<file path="config.mk">
export PLATFORM = sky130hd
export DESIGN_NAME = demorgan_sweep_ctrl
export DESIGN_NICKNAME = d
export VERILOG_FILES = /design/src/rtl/demorgan_sweep_ctrl.sv
export SDC_FILE = /design/constraint.sdc
export NUM_CORES = 1
export LEC_CHECK = 0
export BUFFER_PORTS_ARGS = -buffer_cell sky130_fd_sc_hd__buf_2
export CAP_MARGIN = 0
export CORE_AREA = 2 2 43 45
export DETAILED_ROUTE_END_ITERATION = 10
export DIE_AREA = 0 0 45 47
export GPL_ROUTABILITY_DRIVEN = 0
export GPL_TIMING_DRIVEN = 0
export HOLD_SLACK_MARGIN = 0.1
export PLACE_DENSITY = 0.75
export SYNTH_ARGS = -nofsm -noshare
export SYNTH_HDL_FRONTEND = slang
export SYNTH_SLANG_ARGS = --single-unit
export TNS_END_PERCENT = 50
</file>
<file path="constraint.sdc">
create_clock -name clk -period 4.1 [get_ports clk]
set_input_delay 0.205 -clock clk [delete_from_list [all_inputs] [get_ports clk]]
set_output_delay 0.205 -clock clk [all_outputs]
set_load 0.01 [all_outputs]
</file>
<file path="src/rtl/demorgan_sweep_ctrl.sv">
// Sequencer that sweeps {A,B} over 00..11 into the De Morgan gate unit, checks its 8 outputs and reports results.
// Optional DEMORGAN_SWEEP_FAILMASK_EN adds a sticky per-output fail_mask port.
module demorgan_sweep_ctrl #(
    parameter int SETTLE_CYCLES = 1,
    parameter int ERR_W         = 4
) (
    input  logic             clk,
    input  logic             rst_n,
    input  logic             start,
    input  logic [7:0]       obs,
    output logic             drv_a,
    output logic             drv_b,
    output logic             busy,
    output logic             done,
    output logic             pass,
    output logic [ERR_W-1:0] err_count,
    output logic [3:0]       fail_vec
`ifdef DEMORGAN_SWEEP_FAILMASK_EN
    ,
    output logic [7:0]       fail_mask
`endif
);

    localparam int CW = (SETTLE_CYCLES > 1) ? $clog2(SETTLE_CYCLES) : 1;

    typedef enum logic [1:0] {
        IDLE   = 2'd0,
        SETTLE = 2'd1,
        CHECK  = 2'd2,
        DONE   = 2'd3
    } state_t;

    state_t           state, state_nxt;
    logic [CW-1:0]    cnt, cnt_nxt;
    logic [1:0]       idx, idx_nxt;
    logic             drv_a_nxt, drv_b_nxt, pass_nxt;
    logic [ERR_W-1:0] err_nxt;
    logic [3:0]       fail_vec_nxt;
    logic [7:0]       golden, diff;
    logic             mismatch;
`ifdef DEMORGAN_SWEEP_FAILMASK_EN
    logic [7:0]       fail_mask_nxt;
`endif

    // Expected unit outputs for the vector currently being checked.
    always_comb begin
        golden = {~idx[1], ~idx[0], idx[1] & idx[0], idx[1] | idx[0],
                  ~idx[1] & ~idx[0], ~idx[1] | ~idx[0],
                  ~(idx[1] & idx[0]), ~(idx[1] | idx[0])};
        diff     = obs ^ golden;
        mismatch = |diff;
    end

    always_comb begin
        state_nxt    = state;
        cnt_nxt      = cnt;
        idx_nxt      = idx;
        drv_a_nxt    = drv_a;
        drv_b_nxt    = drv_b;
        pass_nxt     = pass;
        err_nxt      = err_count;
        fail_vec_nxt = fail_vec;
`ifdef DEMORGAN_SWEEP_FAILMASK_EN
        fail_mask_nxt = fail_mask;
`endif
        busy = (state == SETTLE) || (state == CHECK);
        done = (state == DONE);
        case (state)
            IDLE: begin
                if (start) begin
                    state_nxt    = SETTLE;
                    cnt_nxt      = '0;
                    idx_nxt      = 2'd0;
                    drv_a_nxt    = 1'b0;
                    drv_b_nxt    = 1'b0;
                    pass_nxt     = 1'b0;
                    err_nxt      = '0;
                    fail_vec_nxt = 4'd0;
`ifdef DEMORGAN_SWEEP_FAILMASK_EN
                    fail_mask_nxt = 8'd0;
`endif
                end
            end
            SETTLE: begin
                if (cnt == CW'(SETTLE_CYCLES - 1)) begin
                    state_nxt = CHECK;
                end else begin
                    cnt_nxt = cnt + CW'(1);
                end
            end
            CHECK: begin
                if (mismatch) begin
                    fail_vec_nxt[idx] = 1'b1;
                    if (err_count != {ERR_W{1'b1}}) begin
                        err_nxt = err_count + ERR_W'(1);
                    end
                end
`ifdef DEMORGAN_SWEEP_FAILMASK_EN
                fail_mask_nxt = fail_mask | diff;
`endif
                if (idx != 2'd3) begin
                    idx_nxt                = idx + 2'd1;
                    {drv_a_nxt, drv_b_nxt} = idx + 2'd1;
                    cnt_nxt                = '0;
                    state_nxt              = SETTLE;
                end else begin
                    // Pass is decided here so it already includes the final vector during DONE.
                    pass_nxt  = (err_count == '0) && !mismatch;
                    state_nxt = DONE;
                end
            end
            DONE: begin
                state_nxt = IDLE;
            end
            default: begin
                state_nxt = IDLE;
            end
        endcase
    end

    always_ff @(posedge clk) begin
        if (!rst_n) begin
            state <= IDLE;
        end else begin
            state <= state_nxt;
        end
    end

    always_ff @(posedge clk) begin
        if (!rst_n) begin
            cnt       <= '0;
            idx       <= 2'd0;
            drv_a     <= 1'b0;
            drv_b     <= 1'b0;
            pass      <= 1'b0;
            err_count <= '0;
            fail_vec  <= 4'd0;
`ifdef DEMORGAN_SWEEP_FAILMASK_EN
            fail_mask <= 8'd0;
`endif
        end else begin
            cnt       <= cnt_nxt;
            idx       <= idx_nxt;
            drv_a     <= drv_a_nxt;
            drv_b     <= drv_b_nxt;
            pass      <= pass_nxt;
            err_count <= err_nxt;
            fail_vec  <= fail_vec_nxt;
`ifdef DEMORGAN_SWEEP_FAILMASK_EN
            fail_mask <= fail_mask_nxt;
`endif
        end
    end

endmodule

</file>
Yosys cells after proc, flatten, opt, wreduce, memory -nomap -nowiden
Cells that the tools add are included.

Bits in registers: 16. Input port bits: 11. Output and inout bits: 13. Logic and storage cells: 74.

Add/sub/neg operators: 3. $lt $le $gt $ge: 2. Equal/unequal tests: 11. Muxes and demuxes: 25. Bitwise operators: 10. Reduce and logical (&&, ||, !) cells: 15.

Operators by type and width (number): 4-bit two-way mux (4); 4-bit one-hot mux with 2 select lines (2); 3-bit AND reduction (4); 2-bit two-way mux (5); 2-bit != test, second input constant (5); 2-bit one-hot mux with 4 select lines (1); 8-bit OR reduction (1); 8-bit bitwise XOR (1); 1-bit two-way mux (7); 1-bit one-hot mux with 2 select lines (3); 4-bit by 1-bit adder with 4-bit output, second input constant (1); 2-bit == test, second input constant (2); 4-bit logical NOT (1); 2-bit by 1-bit != test with 1-bit output, second input constant (2); 4-bit != test, second input constant (1); 1-bit inverter (4); 4-bit bitwise OR (1); 2-bit one-hot mux with 2 select lines (1); 4-bit AND reduction (1); 2-bit by 3-bit < comparator with 1-bit output, second input constant (1); 1-bit one-hot mux with 3 select lines (1); 3-bit nonzero test (1); 2-bit by 1-bit adder with 2-bit output, second input constant (1); 1-bit AND (2); other kinds (11) (13).

Depth between registers and ports, before layout
Gate-level depths: netlist of the first run.

Depth in word-level cells: 8. Mapped depth: 7. Gate-level depth less buffers: 7.

Worst setup path before layout of the first run
No wires, ideal clock.

Path kind: register -> register. Start point: register idx[1]. End point: register err_count[3]. Setup time: 0.140 ns. Arrival: 1.974 ns. Required time: 3.960 ns. Path slack: 1.987 ns. Cell stages (with the launch flop): 8. Path buffers: 0. Clock period less this slack: 2.113 ns. Cells stage by stage: dfxtp_1 inv_1 ha_1 or4b_4 a211oi_2 a21oi_2 a41oi_2 a211oi_1.

Longest elaborated chain between the ends: 6. Elaborated cells between the ends (all ways): 11. Classes of those cells: eq/ne (1); bitwise (8); reduce/logical (2).

Ends and longest elaborated chain: start, declared (RTL line 35) `logic [1:0] idx, idx_nxt;`; start signal, assigned (RTL line 143) `idx <= idx_nxt;`; 1-bit bitwise OR, or another cell as far along (RTL line 47, 49); 1-bit inverter, or another cell as far along (RTL line 49) `~(idx[1] & idx[0]), ~(idx[1] | idx[0])};`; 8-bit bitwise XOR (*) (RTL line 50) `diff = obs ^ golden;`; 8-bit OR reduction (*) (RTL line 51) `mismatch = |diff;`; 2-bit != test (no line) (*); 4-bit AND reduction (no line) (*); end signal, assigned (RTL line 147) `err_count <= err_nxt;`; end, declared (RTL line 16) `output logic [ERR_W-1:0] err_count,`.

Every way passes the cells marked *; elsewhere a longest branch is shown, timed or not. A chain may end at the register's enable or synchronous reset.

Final worst setup path of the first run
Ends and elaborated chain as after synthesis.

==> results of run 1 <==
critical path: stages (launching register included):
cell and delay (ns):
dfxtp_1 0.45, inv_1 0.12, ha_1 0.25, or4b_4 0.54, a211oi_2 0.30, a21oi_2 0.18
a41oi_2 0.22, a211oi_1 0.06
registers in the layout, indices dropped and copies added (netlist names):
signal,cells
pass,1
idx,2
state,2
fail_vec,4
err_count,4
final timing paths:
path / slack [ns] / startpoint / endpoint
max: 1.84 / idx[1] / err_count[3]
min: 0.20 / rst_n / err_count[1]
min reg2reg: 0.47 / fail_vec[1] / fail_vec[1]
max reg2reg: 1.84 / idx[1] / err_count[3]
power by group through the flow:
stage               Combinational [W]   Clock, W  Sequential, W
floorplan                   0.0000584          0       0.000143
global placement            0.0000815          0       0.000142
detailed placement          0.0000841          0       0.000143
CTS                         0.0000853  0.0000832       0.000140
global route                0.0000956  0.0000886       0.000141
finish                      0.0000846  0.0000843       0.000140
cell families after synthesis:
family | count (synthesis)
AND/OR/NAND/NOR | 37
AO/OA/AOI/OAI | 22
flip-flops | 13
adder cells (fa/ha/maj) | 10
buffers and inverters | 8
XOR/XNOR | 2
multiplexers | 2
per-stage QoR:
step                      area (um2)  setup slack [ns]  utilization
after floorplan                  790              1.99            -
after global placement           926              1.89        0.561
after detailed placement         926              1.86        0.561
after CTS                        953              1.83        0.577
after global routing             953              1.72        0.577
final                            953              1.84        0.577
per-layer routing:
metal	routed length [um]	part of all wire	GRT usage	vias up
li1	-	-	-	383
met4	40	0.023	0.118	0
met5	0	0	0	-
met3	108	0.061	0.0269	5
met2	896	0.51	0.349	26
met1	716	0.41	0.194	357
cell usage after synthesis (all sizes together):
cell | instances | share of area
a21oi | 8 | 0.055
nand2b | 1 | 0.0079
nand3b | 1 | 0.0095
o31ai | 1 | 0.0095
nand3 | 5 | 0.032
nor2b | 1 | 0.0079
nor2 | 10 | 0.048
mux2i | 2 | 0.025
inv | 7 | 0.033
o21ai | 5 | 0.036
a22oi | 2 | 0.019
nor4bb | 2 | 0.025
or4b | 1 | 0.017
dfxtp | 13 | 0.33
xnor2 | 2 | 0.022
ha | 10 | 0.16
a211oi | 4 | 0.044
a41oi | 1 | 0.021
nand4b | 1 | 0.011
clkbuf | 1 | 0.0047
o21a | 1 | 0.0095
nand2 | 14 | 0.067
nor3 | 1 | 0.0063
area by class of cell:
cell class                      count  area share
Clock inverter                      1     0.00525
Timing Repair Buffer               23       0.121
Inverter                            7      0.0276
Clock buffer                        3      0.0236
Sequential cell                    13       0.273
Tap cell                           17      0.0223
Multi-Input combinational cell     73       0.524
Buffer                              1     0.00394
==> results.ini, run 1 <==
[layout]
final_common_cell=buf_2
layout.nets=143
diodes=0
drive_gt1_frac=0.264
nFillCells=172
stdcell_count=138
final_cell_mix=buf_2 (23), nand2_1 (14), dfxtp_1 (13)
area_growth_pct=20.8
regArea_um2=260
multi_input_area_um2=499

[worst_setup_path]
r2r_cells=7
critPathArrivalTime_ns=2.42
required_ns=4.25
path_max_fanout=9
start_kind=flop
worstSetupEndpointType=flop
path_class=flop to flop

[place]
dp_hpwl_um=1370
place_inst=134
io_buffers=23

[timing]
tightest_slew_ns=0.441
finalCriticalPeriod_ns=2.26
finalSetupTns_ns=0
worst_clock_skew_ns=0.0115
finalCritPeriodShare=0.552
maxSlewViolCount=0
maxSlewHeadroom=0.706
hold_ws_ns=0.204
rsz0062_at_grt=false
hold_viol_final=0
finalSetupViolCount=0
fmax_mhz=442

[pwr]
ir_worst_vdd_mv=0.251
p_leak_nw=0.431
p_int_w=0.000202
switching_share=0.347
switchingPower_w=0.000107
powerDensity_nw_per_um2=324
p_comb_frac=0.274
clock_power_share=0.273
seqPwrFrac=0.453
finalPower_w=0.000309

[die]
io_pins=24
die_w_um=45
num_rows=15
core_um2=1650
die_h_um=47
dieArea_um2=2120
start_util=0.478

[logic_synthesis]
syn_inst=94
avgSynthCellArea_um2=8.40
syn_area_um2=790
synth_xor_area_frac=0.0222
synth_compound_area_frac=0.195
synth_warnings=0
synth.distinct_cells=27
ys_seq_area_frac=0.330
synth.net_count=115
synth_mux_area_frac=0.0254
yosys.area_share.simple=0.231
synth_top_family_by_area=simple AND/OR/NAND/NOR gates
yosys.area_share.adder=0.158
ys_ff_latch=13

[hold_path]
hold_path.class=primary input to flop
holdPathStages=3

[cts]
clkTransAtPathRegs_ns=0.09
cts_hold_buf=0
postCtsSetupBuffers=0
cts_sinks=13
clock_path_buffers=2
cts_inserted_buffers=3
cts_max_level=1
cts-resized-gates=0
cts_root_buf=clkbuf_4
cts_tree=built
clk_latency_ns=0.29

[detailed_routing]
first_iter_violations=12
vias=771
first_pass_iters=4
vias_per_cell=5.59
wl_per_cell_um=12.8
drtAntennaViolNets=0
postRouteWirelength_um=1760
drc_errors=0

[run]
drv_cap=0

[grt]
grt_pass1_vias=666
grt_pass1_wl_um=2720
grt_overflow=0
antenna_found_initial=0
grt_max_degree=11
grt_use_total=0.186

[outcome]
outcome=finished clean

Note: power is estimated with default switching activity, not from simulation.
==> run 2: changes to the inputs <==
--- a/config.mk
+++ b/config.mk
@@ -7,13 +7,13 @@
 export LEC_CHECK = 0
 export BUFFER_PORTS_ARGS = -buffer_cell sky130_fd_sc_hd__buf_2
 export CAP_MARGIN = 0
-export CORE_AREA = 2 2 43 45
+export CORE_AREA = 2 2 44 46
 export DETAILED_ROUTE_END_ITERATION = 10
-export DIE_AREA = 0 0 45 47
+export DIE_AREA = 0 0 46 48
 export GPL_ROUTABILITY_DRIVEN = 0
 export GPL_TIMING_DRIVEN = 0
 export HOLD_SLACK_MARGIN = 0.1
-export PLACE_DENSITY = 0.75
+export PLACE_DENSITY = 0.71
 export SYNTH_ARGS = -nofsm -noshare
 export SYNTH_HDL_FRONTEND = slang
 export SYNTH_SLANG_ARGS = --single-unit
==> constraint.sdc (replaced) <==
create_clock -name clk -period 2.2 [get_ports clk]
set_input_delay 0.11 -clock clk [delete_from_list [all_inputs] [get_ports clk]]
set_output_delay 0.11 -clock clk [all_outputs]
set_load 0.01 [all_outputs]
==> results.ini, run 2 (synthesis results as in run 1) <==
[cts]
clock_path_buffers=2
clk_latency_ns=0.27
cts_sinks=13
cts_max_level=1
cts_inserted_buffers=3
cts_hold_buf=0
cts_root_buf=clkbuf_4
postCtsSetupBuffers=0
cts_tree=built
clkTransAtPathRegs_ns=0.08

[grt]
grt_pass1_vias=621
antenna_found_initial=0
grt_pass1_wl_um=2490
grt_overflow=0
grt_use_total=0.161
grt_max_degree=11

[place]
dp_hpwl_um=1260
io_buffers=23
place_inst=134
dpl-instance-area_um2=926

[worst_setup_path]
cp_slowest_cell=or4b_4
path_max_fanout=9
start_kind=flop
path_class=flop to flop
critPathArrivalTime_ns=2.25
crit_chain=inv_1 > ha_1 > or4b_4 > a211oi_4 > a21oi_4 > a41oi_2 > a211oi_1
crit_buf_inv=1
worstSetupEndpointType=flop
crit_family=compound AO/OA/AOI/OAI gates
required_ns=2.35
slowest_delay_ns=0.56

[layout]
nFillCells=163
final_cell_mix=buf_2 (23), nand2_1 (14), dfxtp_1 (11)
area_growth_pct=23.1
post-route-util=0.576
final_common_cell=buf_2
layout.nets=143
diodes=0
stdcell_count=138
drive_gt1_frac=0.273
largestRegisters=err_count x4, fail_vec x4
fin_area_um2=972

[run]
drv_cap=0

[timing]
maxSlewViolCount=0
worst_clock_skew_ns=0.00649
finalSetupTns_ns=0
hold_viol_final=0
tightest_slew_ns=0.388
rsz0062_at_grt=false
finalCriticalPeriod_ns=2.10
finalCritPeriodShare=0.955
finalSetupViolCount=0
fmax_mhz=476
maxSlewHeadroom=0.740

[detailed_routing]
routed-wl-met2_um=755
vias_per_cell=5.41
drc_errors=0
first_pass_iters=4
drtAntennaViolNets=0
met1_length_um=784
postRouteWirelength_um=1620
top_layer=met4
first_iter_violations=5
wl_per_cell_um=11.7
met3WireLength_um=66
vias=746

[pwr]
finalPower_w=0.000570
ir_worst_vdd_mv=0.301
p_leak_nw=0.431
powerDensity_nw_per_um2=586

[die]
num_rows=15
io_pins=24
die_w_um=46
dieArea_um2=2210
die_h_um=48
core_um2=1690
start_util=0.467

[hold_path]
hold_path.class=primary input to flop

[outcome]
outcome=finished clean

-- run 2: cell types whose count changed in the layout (fill, tap and decap cells not counted), sizes merged --
cell    previous run  this run
clkinv             1         0
clkbuf             4         5
-- run 2: path summary, 6_finish.rpt --
path	start	to	slack [ns]	cells past startpoint
setup / recovery	idx[1]	err_count[3]	0.1	7
setup reg to reg	idx[1]	err_count[3]	0.1	7
hold / removal	rst_n	err_count[1]	0.13	3
hold reg to reg	fail_vec[3]	fail_vec[3]	0.48	2
-- run 2: report_power, final --
| part | internal (W) | total [W] | switching, W |
|---|---|---|---|
| registers | 0.000248 | 0.000260 | 0.0000128 |
| clock network | 0.0000702 | 0.000147 | 0.0000769 |
| logic | 0.0000633 | 0.000163 | 0.0000995 |
-- run 2: area by class of cell --
class                      count  area, um2  share of cell area
buffer                         1       3.75             0.00386
sequential                    13        265               0.273
tap                           17       21.3              0.0219
clock buffer                   4       26.3              0.0270
multi-input combinational     73        514               0.529
timing repair buffer          23        115               0.118
inverter                       7       26.3              0.0270
-- run 2: worst register-to-register path: cells and delay by family (launching register included) --
kind	cells	cell delay, ns
AND/OR/NAND/NOR	1	0.56
adder cells (fa/ha/maj)	1	0.24
AO/OA/AOI/OAI	4	0.70
flip-flops	1	0.39
buffers and inverters	1	0.09
-- run 2: metrics by stage --
stage	worst slack, ns	hold slack, ns
2_1_floorplan	0.0867	0.261
3_3_place_gp	-0.0295	0.414
3_5_place_dp	-0.0364	0.424
4_1_cts	0.0391	0.126
5_1_grt	0.0125	0.163
6_report	0.0994	0.135
-- run 2: routing by layer --
layer / vias up / global-route usage
met5: - / 0
met4: 0 / 0.0857
met3: 2 / 0.0226
met2: 17 / 0.272
met1: 344 / 0.196
li1: 383 / -
-- run 2: what timing repair did --
action	in CTS	in global routing
hold endpoints to repair	0	0
gates resized for setup	2	3
pin swaps	0	1
endpoints found under the setup margin	4	4
